<file path="src/rtl/isqrt_pkg.sv">
// Shared constants and state encoding for the sequential integer square-root unit.
package isqrt_pkg;

    localparam int DEFAULT_WIDTH = 32;

    typedef enum logic [1:0] {
        IDLE = 2'd0,
        BUSY = 2'd1,
        DONE = 2'd2
    } state_t;

endpackage

</file>
<file path="src/rtl/isqrt_step.sv">
// One restoring digit-by-digit square-root step: bring down a radicand bit pair,
// try subtracting (root<<2)|1, and shift the resulting root bit in.
module isqrt_step #(
    parameter int HALF = 16
) (
    input  logic [HALF-1:0] rem_in,
    input  logic [HALF-1:0] root_in,
    input  logic [1:0]      pair,
    output logic [HALF:0]   rem_out,
    output logic [HALF-1:0] root_out
);

    // Before any step the partial root holds at most HALF-1 bits and the
    // remainder is <= 2*root, so the operands below never lose significant bits.
    logic [HALF+1:0] shifted;
    logic [HALF+1:0] trial;
    logic            take;

    // NOTE: every output of a combinational block is assigned on every path,
    // otherwise synthesis infers a latch to hold the old value.
    always_comb begin
        shifted  = {rem_in, pair};
        trial    = {root_in, 2'b01};
        take     = (shifted >= trial);
        rem_out  = take ? (HALF+1)'(shifted - trial) : (HALF+1)'(shifted);
        root_out = {root_in[HALF-2:0], take};
    end

endmodule

</file>
<file path="src/rtl/isqrt_seq.sv">
// Sequential integer square root: floor(sqrt(x)) and remainder, one root bit
// per clock, with valid/ready handshakes on both sides.
module isqrt_seq
    import isqrt_pkg::*;
#(
    parameter int WIDTH = DEFAULT_WIDTH
) (
    input  logic               clk,
    input  logic               rst,
    input  logic               in_valid,
    output logic               in_ready,
    input  logic [WIDTH-1:0]   in_data,
    output logic               out_valid,
    input  logic               out_ready,
    output logic [WIDTH/2-1:0] out_root,
    output logic [WIDTH/2:0]   out_rem,
    output logic               busy
);

    localparam int HALF  = WIDTH / 2;
    localparam int CNT_W = (HALF > 1) ? $clog2(HALF) : 1;
    localparam logic [CNT_W-1:0] LAST_STEP = CNT_W'(HALF - 1);

    state_t           state;
    logic [WIDTH-1:0] x_q;
    logic [HALF-1:0]  root_q;
    logic [HALF:0]    rem_q;
    logic [CNT_W-1:0] cnt_q;
    logic             in_ready_q;
    logic             busy_q;
    logic             out_valid_q;

    logic [HALF:0]    rem_nxt;
    logic [HALF-1:0]  root_nxt;

    // Remainder bit HALF is only ever set by the final step, so the step
    // datapath consumes the low HALF bits.
    isqrt_step #(.HALF(HALF)) u_step (
        .rem_in   (rem_q[HALF-1:0]),
        .root_in  (root_q),
        .pair     (x_q[WIDTH-1 -: 2]),
        .rem_out  (rem_nxt),
        .root_out (root_nxt)
    );

    // NOTE: state registers use non-blocking assignments so every register
    // samples pre-edge values, independent of statement order.
    always_ff @(posedge clk or posedge rst) begin
        if (rst) begin
            state       <= IDLE;
            x_q         <= '0;
            root_q      <= '0;
            rem_q       <= '0;
            cnt_q       <= '0;
            in_ready_q  <= 1'b1;
            busy_q      <= 1'b0;
            out_valid_q <= 1'b0;
        end else begin
            case (state)
                IDLE: begin
                    if (in_valid) begin
                        x_q        <= in_data;
                        root_q     <= '0;
                        rem_q      <= '0;
                        cnt_q      <= '0;
                        state      <= BUSY;
                        in_ready_q <= 1'b0;
                        busy_q     <= 1'b1;
                    end
                end
                BUSY: begin
                    x_q    <= x_q << 2;
                    root_q <= root_nxt;
                    rem_q  <= rem_nxt;
                    cnt_q  <= cnt_q + 1'b1;
                    if (cnt_q == LAST_STEP) begin
                        state       <= DONE;
                        busy_q      <= 1'b0;
                        out_valid_q <= 1'b1;
                    end
                end
                DONE: begin
                    if (out_ready) begin
                        state       <= IDLE;
                        root_q      <= '0;
                        rem_q       <= '0;
                        out_valid_q <= 1'b0;
                        in_ready_q  <= 1'b1;
                    end
                end
                default: begin
                    state       <= IDLE;
                    in_ready_q  <= 1'b1;
                    busy_q      <= 1'b0;
                    out_valid_q <= 1'b0;
                end
            endcase
        end
    end

    assign in_ready  = in_ready_q;
    assign busy      = busy_q;
    assign out_valid = out_valid_q;
    // Working registers are live during BUSY; expose them only once final.
    assign out_root  = out_valid_q ? root_q : '0;
    assign out_rem   = out_valid_q ? rem_q  : '0;

endmodule
</file>
<file path="config.mk">
export PLATFORM = sky130hd
export DESIGN_NAME = isqrt_seq
export DESIGN_NICKNAME = d
export VERILOG_FILES = /design/src/rtl/isqrt_pkg.sv /design/src/rtl/isqrt_step.sv /design/src/rtl/isqrt_seq.sv
export SDC_FILE = /design/constraint.sdc
export NUM_CORES = 1
export LEC_CHECK = 0
export BUFFER_PORTS_ARGS = -buffer_cell sky130_fd_sc_hd__buf_2
export CAP_MARGIN = 20
export CELL_PAD_IN_SITES_DETAIL_PLACEMENT = 0
export CELL_PAD_IN_SITES_GLOBAL_PLACEMENT = 1
export CORE_UTILIZATION = 35
export DETAILED_ROUTE_END_ITERATION = 8
export PLACE_DENSITY = 0.8
export SLEW_MARGIN = 20
export SYNTH_ARGS = -nofsm -noshare
export SYNTH_HDL_FRONTEND = slang
export SYNTH_SLANG_ARGS = --single-unit
</file>
<file path="constraint.sdc">
create_clock -name clk -period 2.65 [get_ports clk]
set_input_delay 0.3975 -clock clk [delete_from_list [all_inputs] [get_ports clk]]
set_output_delay 0.3975 -clock clk [all_outputs]
set_load 0.01 [all_outputs]
</file>
Word level (Yosys, flattened, before mapping)
Index checks and enable logic that the tools add are counted.
{"block": "word_totals", "rom_bits": 0, "ramBits": 0, "ff_bits": 74, "in_bits": 36, "memories": 0, "output_inout_bits": 36, "elab_cells": 55, "latch_bits": 0}
{"block": "op_classes", "n_shift": 0, "bitwise_logic": 3, "eq_ne": 6, "div": 0, "reduce_logical": 9, "addsub": 2, "muxes": 26, "order_cmp": 1, "multipliers": 0}
{"cell": "$mux W17", "count": 4}
{"cell": "$pmux W32 S2", "count": 1}
{"cell": "$pmux W17 S3", "count": 1}
{"cell": "$mux W16", "count": 3}
{"cell": "$pmux W16 S3", "count": 1}
{"cell": "$mux W32", "count": 1}
{"cell": "$ge A18 B18 Y1", "count": 1}
{"cell": "$sub A17 B17 Y17", "count": 1}
{"cell": "$reduce_and A3 Y1", "count": 5}
{"cell": "$pmux W1 S3", "count": 3}
{"cell": "$pmux W4 S2", "count": 1}
{"cell": "$mux W1", "count": 6}
{"cell": "$mux W2", "count": 3}
{"cell": "$ne A2 B2 Y1 const B", "count": 3}
{"cell": "$pmux W2 S3", "count": 1}
{"cell": "$add A4 B1 Y4 const B", "count": 1}
{"cell": "$eq A4 B4 Y1 const B", "count": 1}
{"cell": "$mux W4", "count": 1}
{"cell": "$not A1 Y1", "count": 3}
{"cell": "$reduce_bool A3 Y1", "count": 1}
{"cell": "$eq A2 B1 Y1 const B", "count": 1}
{"cell": "$eq A2 B2 Y1 const B", "count": 1}
{"cell": "$logic_not A2 Y1", "count": 1}
{"cell": "$reduce_and A2 Y1", "count": 1}
{"cell": "$reduce_bool A2 Y1", "count": 1}

Logic depth before layout (Yosys ltp)
Gate-level depths: netlist of run 1.
{"block": "logic_depth", "depth_word": 3, "depth_mapped": 9, "ltp_nobuf": 8}

Cells and area by module
From an unflattened synthesis of run 1, not the netlist that was laid out.
{"block": "unflattened", "cells_unflattened": 518, "hier_area_um2": 4897.2}
{"mod": "isqrt_seq", "instances": 1, "cells_per_inst": 328, "area_each_um2": 3474.6, "seq_area_each_um2": 1853.0}
{"mod": "isqrt_step", "instances": 1, "cells_per_inst": 190, "area_each_um2": 1422.6, "seq_area_each_um2": 0.0}

Worst setup path after synthesis of run 1
OpenSTA, ideal clock, no wires.
{"block": "synth_path", "path_type": "register -> register", "startpoint": "register rem_q[7]", "endpoint": "register rem_q[6]", "setup_ns": 0.086, "synth_period_minus_slack_ns": 2.539, "required_time_ns": 2.564, "slack_ns": 0.111, "path_buffers": 0, "arrival_time_ns": 2.453, "stages_incl_launch_ff": 8, "path_cell_list": "dfrtp_1 -> ha_1 -> nand3_2 -> or4_4 -> o211a_1 -> o211a_2 -> or4b_4 -> o221ai_2"}
{"block": "synth_via", "elab_chain_cells": 3}
{"element": "from (decl)", "line_no": "isqrt_seq.sv:27", "source": "logic [HALF:0] rem_q;"}
{"element": "from (signal assigned)", "line_no": "isqrt_seq.sv:74", "source": "rem_q <= rem_nxt;"}
{"element": "$ge A18 B18 Y1", "line_no": "isqrt_step.sv:24", "source": "take = (shifted >= trial);"}
{"element": "$mux W17", "line_no": "isqrt_step.sv:25", "source": "rem_out = take ? (HALF+1)'(shifted - trial) : (HALF+1)'(shifted);"}
{"element": "$pmux W17 S3", "line_no": "isqrt_seq.sv:59", "source": "case (state)"}
No other way between the ends.
A chain may end at the register's enable or synchronous reset.

Worst setup path after layout of run 1
{"block": "layout_path", "startpoint": "register root_q[7]", "endpoint": "register rem_q[6]"}
{"block": "layout_via", "elab_chain_cells": 3}
{"element": "from (decl)", "line_no": "isqrt_seq.sv:26", "source": "logic [HALF-1:0] root_q;"}
{"element": "from (signal assigned)", "line_no": "isqrt_seq.sv:73", "source": "root_q <= root_nxt;"}
{"element": "$ge A18 B18 Y1", "line_no": "isqrt_step.sv:24"}
{"element": "$mux W17", "line_no": "isqrt_step.sv:25"}
{"element": "$pmux W17 S3", "line_no": "isqrt_seq.sv:59"}
No other way between the ends.

==> results of run 1 <==
how the worst max path moves through the flow:
| stage | to | slack, ns | cells after the start |
|---|---|---|---|
| 3_3_place_gp | rem_q[6]$_DFFE_PP0P_ | 0.11 | 7 |
| 6_report | rem_q[6]$_DFFE_PP0P_ | 0.09 | 8 |
| 2_1_floorplan | rem_q[6]$_DFFE_PP0P_ | 0.11 | 7 |
| 4_1_cts | rem_q[6]$_DFFE_PP0P_ | 0.07 | 8 |
| 3_5_place_dp | rem_q[6]$_DFFE_PP0P_ | 0.09 | 8 |
| 5_1_grt | rem_q[4]$_DFFE_PP0P_ | 0.007 | 10 |
where the power goes:
part           internal, mW  leakage [nW]  total [mW]  switching, mW
logic                  1.92          1.41        4.35           2.44
registers              1.57         0.961        1.94          0.372
clock network         0.669         0.136        1.18          0.509
logic make-up (layout without fill, tap and decap cells):
family	after synthesis	in the layout	synth area share, %
AO/OA/AOI/OAI	177	177	25.4
XOR/XNOR	10	10	1.96
adder cells (fa/ha/maj)	19	19	5.33
buffers and inverters	56	148	4.77
flip-flops	74	74	41.5
multiplexers	1	1	0.224
AND/OR/NAND/NOR	182	182	20.8
worst max-delay path, delay by kind of cell, from the launching register on:
kind / cells / cell delay, ns
AO/OA/AOI/OAI: 3 / 0.57
adder cells (fa/ha/maj): 1 / 0.33
buffers and inverters: 1 / 0.06
flip-flops: 1 / 0.36
AND/OR/NAND/NOR: 3 / 1.18
synth_stat cells (2+ instances only):
| cell | count |
|---|---|
| dfrtp_1 | 73 |
| nand2_1 | 73 |
| o21ai_0 | 60 |
| and2_1 | 53 |
| clkbuf_1 | 28 |
| a21oi_1 | 26 |
| inv_1 | 25 |
| a31oi_1 | 21 |
| ha_1 | 19 |
| nor2b_1 | 15 |
| nor2_1 | 13 |
| a22oi_1 | 11 |
| o211ai_1 | 11 |
| xnor2_1 | 9 |
| nor3_1 | 7 |
| nand2b_1 | 6 |
| nand3_1 | 6 |
| o221ai_1 | 6 |
| a211oi_1 | 5 |
| a21o_1 | 4 |
| a221o_1 | 4 |
| o21a_1 | 4 |
| a22o_1 | 3 |
| o22ai_1 | 3 |
| a32o_1 | 2 |
| buf_2 | 2 |
| nand4_1 | 2 |
| o21bai_1 | 2 |
| o31ai_1 | 2 |
sequential cells by signal, summed over array words and instances, names as in the netlist:
name,count
rem_q,17
root_q,16
cnt_q,4
state,2
x_q,32
out_valid,1
busy,1
in_ready,1
placed cells by master, fill, tap and decap left out, drive strengths merged, types with 4 or more instances in the layout:
| cell type | n |
|---|---|
| o21ai | 61 |
| o211ai | 11 |
| nand2b | 6 |
| a21o | 4 |
| a22oi | 11 |
| nor3 | 7 |
| a21oi | 26 |
| and2 | 53 |
| nand3 | 7 |
| clkbuf | 10 |
| a211oi | 5 |
| dfrtp | 73 |
| a31oi | 21 |
| nor2b | 15 |
| buf | 106 |
| nor2 | 13 |
| ha | 19 |
| o21a | 4 |
| o221ai | 7 |
| xnor2 | 9 |
| inv | 28 |
| a221o | 4 |
| nand2 | 73 |
layer usage:
layer  global-route usage, %  up-vias
li1                        -     2011
met1                    26.0     1951
met2                    30.5      106
met3                    4.90       14
met4                    6.75        0
met5                       0        -
per-stage QoR:
| step | cells | hold WS [ns] |
|---|---|---|
| finish | 779 | 0.0997 |
| global route | 779 | 0.120 |
| CTS | 779 | 0.107 |
| detailed placement | 763 | 0.468 |
| global placement | 763 | 0.456 |
| floorplan | 519 | 0.442 |
final cells by class:
class,count,area share [%]
tap,168,3.79
clock inverter,6,0.903
inverter,26,1.76
timing repair buffer,106,11.4
sequential,74,33.4
clock buffer,10,4.31
multi-input combinational,389,44.4
==> impl_metrics.ini, run 1 <==
[run_status]
status = finished, final reports clean

[critical_path]
r2r_end = rem_q[6]$_DFFE_PP0P_
crit_type = flip-flop to flip-flop
required_ns = 2.91
cp_slowest_cell = or4b_4
startpoint = root_q[7]$_DFFE_PP0P_
path_cells = inv_1 > ha_1 > nand3_4 > or4_4 > o211a_1 > o211a_2 > or4b_4 > o221ai_2
worstSetupStartpointType = flip-flop
r2r_cells = 8
cp_data_arrival_time_ns = 2.82
r2r_setup_slack_ns = 0.09
cp-end-kind = flip-flop
r2r_start = root_q[7]$_DFFE_PP0P_
worstPathMaxFanout = 5
max_stage_delay_ns = 0.54

[global_routing]
grt_pass1_wl_mm = 20.2
grt_overflow = 0
grt_pass1_vias = 4137
grtUsageTotal_pct = 19.4
grt_max_degree = 43
antenna_found_initial = 0

[cells_and_area]
drive_above_1_share_pct = 23.1
syn_to_final_growth_pct = 24.2
fin_nets = 661
final_area_sq_um = 5540
num-fill-cells = 1238
multi_input_area_sq_um = 2460
diodes = 0
seq_area_sq_um = 1850
fin_util_pct = 45.4

[placement]
dp_slack_ns = 0.0897
dp_hpwl_mm = 8.33
dpl-instance-area_sq_um = 5200
gp_congestion = 0.926
portBuffers = 71

[clocking]
cts_tree = yes
cts.sinks = 74
cts_setup_buffers = 0
insertion_delay_ns = 0.34
cts_resized = 0
clock_path_buffers = 2
clock-root-buffer = clkbuf_16
hold_buffers = 0
cts-buffers-inserted = 9
htreeDepth = 3
clk_pin_slew_ns = 0.06

[timing]
hold_violations = 0
rsz0062_at_grt = no
fmax_mhz = 390
worst_slack_ns = 0.0860
setup_viol = 0
tns_ns = 0
slew_viol_final = 0
fin_crit_ns = 2.56
worst_slew_pin_slew_ns = 0.595
timing.slew.headroom_pct = 60.2
finalCritPeriodShare_pct = 96.8
finClkSkew_ns = 0.00910

[detailed_routing]
post-route-drc-count = 0
wl_met1_mm = 5.55
met3_length_um = 710
route.met2.wl_mm = 5.52
drt_iter0_markers = 243
vias = 4082
wl_mm = 12.0
wl_per_cell_um = 15.3
post_drt_via_cell_ratio = 5.24
firstDrtPassIters = 4
highest_layer = met4
drtAntennaViolNets = 0

[floorplanning]
dieArea_sq_um = 13200
fp.dieH_um = 115
core_sq_um = 12200
start_util_pct = 36.5
die_w_um = 115
io_pins = 72
fp-row-count = 40

[synth]
synth.avg_cell_area_sq_um = 8.60
synth_async_sr_flop_share_pct = 100
synth_warnings = 0
ys_ff_latch = 74
ys_top_cells_by_area = dfrtp_1, and2_1, o21ai_0
yosysTopAreaCell = dfrtp_1
synth_edf_count = 0
seq_area_frac_synth_pct = 41.5
netlist.area_leader.share_pct = 40.9
synth_nets = 574
syn_area_sq_um = 4460
yosysUniqueCellTypes = 53
ys.flop_type = dfrtp_1
syn_inst = 519

[power_and_ir_drop]
leakage_nw = 2.51
peakVddDrop_uv = 594
p_per_area_nw_per_um2 = 1350
p_total_mw = 7.47

[worst_hold_path]
holdCritPathClass = primary input to asynchronous set/reset pin

[run]
max_cap_violations = 0
Power figures use the tool's default switching activity.
==> inputs of run 2 (changes only) <==
==> constraint.sdc (replaced) <==
create_clock -name clk -period 2.65 [get_ports clk]
set_input_delay 0.53 -clock clk [delete_from_list [all_inputs] [get_ports clk]]
set_output_delay 0.53 -clock clk [all_outputs]
set_load 0.01 [all_outputs]
==> run 2 against run 1 <==
Against the previous run: critical endpoint unchanged; clock-buffer cell count is the same; clock skew shrank 0.0024 ns; first-iteration DRC count is the same.
==> impl_metrics.ini, run 2 (synthesized netlist as in run 1, its figures left out) <==
[run_status]
status = finished, final reports clean

[cells_and_area]
reg_top3 = x_q x32, rem_q x17, root_q x16
syn_to_final_growth_pct = 25.2
drive_above_1_share_pct = 23.9
final_cell_mix = nand2_1, dfrtp_1, buf_2
num-fill-cells = 1243
multi_input_area_sq_um = 2460
fin_cells = 784
fin_nets = 666
fin_util_pct = 45.7
largest_reg_flops = 32
final_area_sq_um = 5590
top_register = x_q
diodes = 0
seq_area_sq_um = 1850

[clocking]
clock_path_buffers = 2
cts_tree = yes
htreeDepth = 3
clock-root-buffer = clkbuf_16
clk_pin_slew_ns = 0.06
insertion_delay_ns = 0.35
cts-buffers-inserted = 9
hold_buffers = 0
cts.sinks = 74

[timing]
hold_ws_ns = 0.127
finClkSkew_ns = 0.00668
slew_viol_final = 0
tns_ns = 0
hold_violations = 0
setup_viol = 0
rsz0062_at_grt = no
fin_crit_ns = 2.57
finalCritPeriodShare_pct = 97.0
worst_slack_ns = 0.0808
fmax_mhz = 389
worst_slew_pin_slew_ns = 0.586
timing.slew.headroom_pct = 60.8

[floorplanning]
die_w_um = 115
core_sq_um = 12200
start_util_pct = 36.5
fp-row-count = 40
io_pins = 72
fp.dieH_um = 115
dieArea_sq_um = 13200

[critical_path]
cp-end-kind = flip-flop
worstPathMaxFanout = 4
r2r_setup_slack_ns = 0.08
required_ns = 2.91
r2r_start = root_q[6]$_DFFE_PP0P_
r2r_end = rem_q[6]$_DFFE_PP0P_
crit_type = flip-flop to flip-flop
cp_data_arrival_time_ns = 2.83
worstSetupStartpointType = flip-flop
r2r_cells = 8

[power_and_ir_drop]
p_total_mw = 7.56
peakVddDrop_uv = 610
leakage_nw = 2.53
p_per_area_nw_per_um2 = 1350

[global_routing]
grt_pass1_vias = 4107
grtUsageTotal_pct = 19.6
grt_overflow = 0
grt_pass1_wl_mm = 20.2
antenna_found_initial = 0
grt_max_degree = 43

[placement]
dp_slack_ns = 0.0636
portBuffers = 71
dp_hpwl_mm = 8.46
dpl-instance-area_sq_um = 5200
gp_congestion = 0.929
dp.cells = 764

[detailed_routing]
firstDrtPassIters = 4
drtAntennaViolNets = 0
post-route-drc-count = 0
wl_mm = 12.1
drt_iter0_markers = 243
wl_per_cell_um = 15.4
vias = 4126
post_drt_via_cell_ratio = 5.26

[worst_hold_path]
holdCritPathClass = primary input to asynchronous set/reset pin

[run]
max_cap_violations = 0
run 2: changes by cell type in the layout (fill, tap and decap cells not counted), sizes merged:
cell | previous run | this run
inv | 28 | 26
bufinv | 0 | 1
buf | 106 | 111
clkinv | 2 | 3
run 2: metal layers:
metal,GRT usage [%],wire (um),up-vias
li1,-,-,2021
met5,0,0,-
met4,6.84,162,0
met2,30.6,5620,108
met3,4.74,648,11
met1,26.6,5650,1986
run 2: critical path, cell delays in order (launching register included):
cell and delay (ns):
dfrtp_1 0.36, inv_1 0.06, ha_1 0.30, nand3_2 0.11, or4_4 0.53, o211a_1 0.25
o211a_2 0.16, or4b_4 0.54, o221ai_2 0.16
run 2: area by class of cell:
cell class / instances / area share [%]
clock buffer: 10 / 4.10
tap: 168 / 3.76
inverter: 26 / 1.75
sequential: 74 / 33.2
multi-input combinational: 389 / 44.0
timing repair buffer: 111 / 12.0
clock inverter: 6 / 1.21
run 2: worst max-delay path by stage:
stage | startpoint | to | slack (ns) | cells past startpoint
floorplan | rem_q[7]$_DFFE_PP0P_ | rem_q[6]$_DFFE_PP0P_ | 0.11 | 7
global placement | rem_q[8]$_DFFE_PP0P_ | rem_q[6]$_DFFE_PP0P_ | 0.11 | 7
detailed placement | root_q[8]$_DFFE_PP0P_ | rem_q[6]$_DFFE_PP0P_ | 0.06 | 8
CTS | root_q[8]$_DFFE_PP0P_ | rem_q[6]$_DFFE_PP0P_ | 0.06 | 8
global route | root_q[8]$_DFFE_PP0P_ | rem_q[0]$_DFFE_PP0P_ | 0.002 | 9
finish | root_q[6]$_DFFE_PP0P_ | rem_q[6]$_DFFE_PP0P_ | 0.08 | 8
run 2: power by group:
part           internal [mW]  switching [mW]  total, mW
Sequential              1.57           0.336       1.90
Clock                  0.730           0.494       1.22
Combinational           1.94            2.49       4.43
Total                   4.24            3.32       7.56
run 2: repair_timing:
item | in CTS | in global routing
buffers inserted | 0 | 4
setup endpoints to repair | 0 | 14
resized for setup | 0 | 8
==> inputs of run 3 (changes only) <==
==> constraint.sdc (replaced) <==
create_clock -name clk -period 2.65 [get_ports clk]
set_input_delay 0.1325 -clock clk [delete_from_list [all_inputs] [get_ports clk]]
set_output_delay 0.1325 -clock clk [all_outputs]
set_load 0.01 [all_outputs]
==> run 3 against run 2 <==
Against the previous run: routed wire length fell by 1.9%; largest power group unchanged; flip-flop and latch count is the same; register-to-register slack better by 0.04 ns; utilization shrank 0.13 points; final cell count shrank 0.89%; sequential power rose by 4%; global-route usage down 0.57 points; via count shrank 0.85%; critical endpoint unchanged; clock skew increased by 0.0035 ns.
==> impl_metrics.ini, run 3 (synthesized netlist as in run 1, its figures left out) <==
[run_status]
status = finished, final reports clean

[floorplanning]
io_pins = 72
die_w_um = 115
dieArea_sq_um = 13200
start_util_pct = 36.5
core_sq_um = 12200
fp-row-count = 40
fp.dieH_um = 115

[cells_and_area]
final_cell_mix = nand2_1, dfrtp_1, buf_2
fin_cells = 777
reg_top3 = x_q x32, rem_q x17, root_q x16
largest_reg_flops = 32
fin_nets = 659
fin_util_pct = 45.6
diodes = 0
top_register = x_q
num-fill-cells = 1215
seq_area_sq_um = 1850
multi_input_area_sq_um = 2490
drive_above_1_share_pct = 22.8
syn_to_final_growth_pct = 24.8

[global_routing]
grt_pass1_wl_mm = 19.7
grt_pass1_vias = 4067
grt_max_degree = 52
grt_overflow = 0
grtUsageTotal_pct = 19.0
antenna_found_initial = 0

[timing]
fmax_mhz = 395
finClkSkew_ns = 0.0102
setup_viol = 0
tns_ns = 0
slew_viol_final = 0
rsz0062_at_grt = no
worst_slack_ns = 0.117
timing.slew.headroom_pct = 42.2
hold_violations = 0
finalCritPeriodShare_pct = 95.6
hold_ws_ns = 0.0354
worst_slew_pin_slew_ns = 0.868
fin_crit_ns = 2.53

[clocking]
htreeDepth = 3
clock_path_buffers = 2
insertion_delay_ns = 0.35
cts_tree = yes
cts-buffers-inserted = 9
clk_pin_slew_ns = 0.06
cts.sinks = 74
clock-root-buffer = clkbuf_16

[worst_hold_path]
holdCritPathClass = primary input to flip-flop

[critical_path]
cp_data_arrival_time_ns = 2.79
required_ns = 2.91
cp-end-kind = flip-flop
crit_type = flip-flop to flip-flop
worstSetupStartpointType = flip-flop
worstPathMaxFanout = 5

[detailed_routing]
wl_per_cell_um = 15.3
firstDrtPassIters = 6
drt_iter0_markers = 243
post_drt_via_cell_ratio = 5.27
wl_mm = 11.9
drtAntennaViolNets = 0
post-route-drc-count = 0
vias = 4091

[placement]
portBuffers = 71
gp_congestion = 0.896
dp_hpwl_mm = 8.26
dp_slack_ns = 0.0632
dp.cells = 758

[power_and_ir_drop]
peakVddDrop_uv = 501
p_per_area_nw_per_um2 = 1350
leakage_nw = 2.50

[run]
max_cap_violations = 0
## run 3: cell count changes in the layout (fill, tap and decap cells not counted), moves of 2 or more
| cell | previous run | this run |
|---|---|---|
| buf_4 | 39 | 29 |
| inv_6 | 0 | 3 |
| ha_2 | 2 | 0 |
| dlygate4sd3_1 | 0 | 2 |
| clkinv_4 | 2 | 0 |
| ha_4 | 3 | 5 |
## run 3: final cells by class
| type | count | share of cell area [%] |
|---|---|---|
| Clock buffer | 10 | 4.29 |
| Clock inverter | 6 | 0.876 |
| Inverter | 26 | 1.75 |
| Multi-Input combinational cell | 389 | 44.7 |
| Sequential cell | 74 | 33.3 |
| Tap cell | 168 | 3.77 |
| Timing Repair Buffer | 104 | 11.4 |
## run 3: final timing paths
kind | start | to | slack (ns) | depth (start not counted)
setup reg to reg | rem_q[8]$_DFFE_PP0P_ | rem_q[6]$_DFFE_PP0P_ | 0.12 | 7
setup / recovery | rem_q[8]$_DFFE_PP0P_ | rem_q[6]$_DFFE_PP0P_ | 0.12 | 7
max in group asynchronous | rst | root_q[7]$_DFFE_PP0P_ | 1.60 | 4
hold reg to reg | x_q[9]$_DFFE_PP0P_ | x_q[9]$_DFFE_PP0P_ | 0.47 | 2
min in group asynchronous | rst | x_q[6]$_DFFE_PP0P_ | 0.38 | 3
hold / removal | in_data[0] | x_q[0]$_DFFE_PP0P_ | 0.04 | 2
## run 3: where the power goes
part	total (mW)	internal, mW	leakage, nW	switching, mW
logic	4.34	1.94	1.41	2.40
registers	1.98	1.56	0.961	0.412
clock network	1.19	0.669	0.132	0.519
total	7.50	4.18	2.50	3.33
## run 3: routing by layer
layer  GRT usage, %  part of all wire, %  vias up
met5              0                    0        -
met4           7.27                  1.3        0
met3           4.64                  4.6       13
met2           29.2                   46       96
met1           25.9                   48     1968
li1               -                    -     2014
## run 3: critical path: stages, from the launching register on
cell and delay (ns):
dfrtp_1 0.43, ha_4 0.30, nand3_4 0.09, or4_4 0.52, o211a_1 0.25, o211a_2 0.15
or4b_4 0.54, o221ai_2 0.16
## run 3: through the flow
stage                     total power, mW  area [sq um]
after floorplan                      4.77          4460
after global placement               6.09          5170
after detailed placement             6.19          5170
after CTS                            7.42          5480
after global routing                 8.13          5570
final                                7.50          5570
## run 3: what timing repair did
| action | in CTS | in global routing |
|---|---|---|
| endpoints found under the hold margin | 23 | 0 |
| resized for setup | 0 | 10 |
| hold buffers | 2 | 0 |
| setup endpoints to repair | 0 | 14 |
| buffers inserted | 0 | 1 |
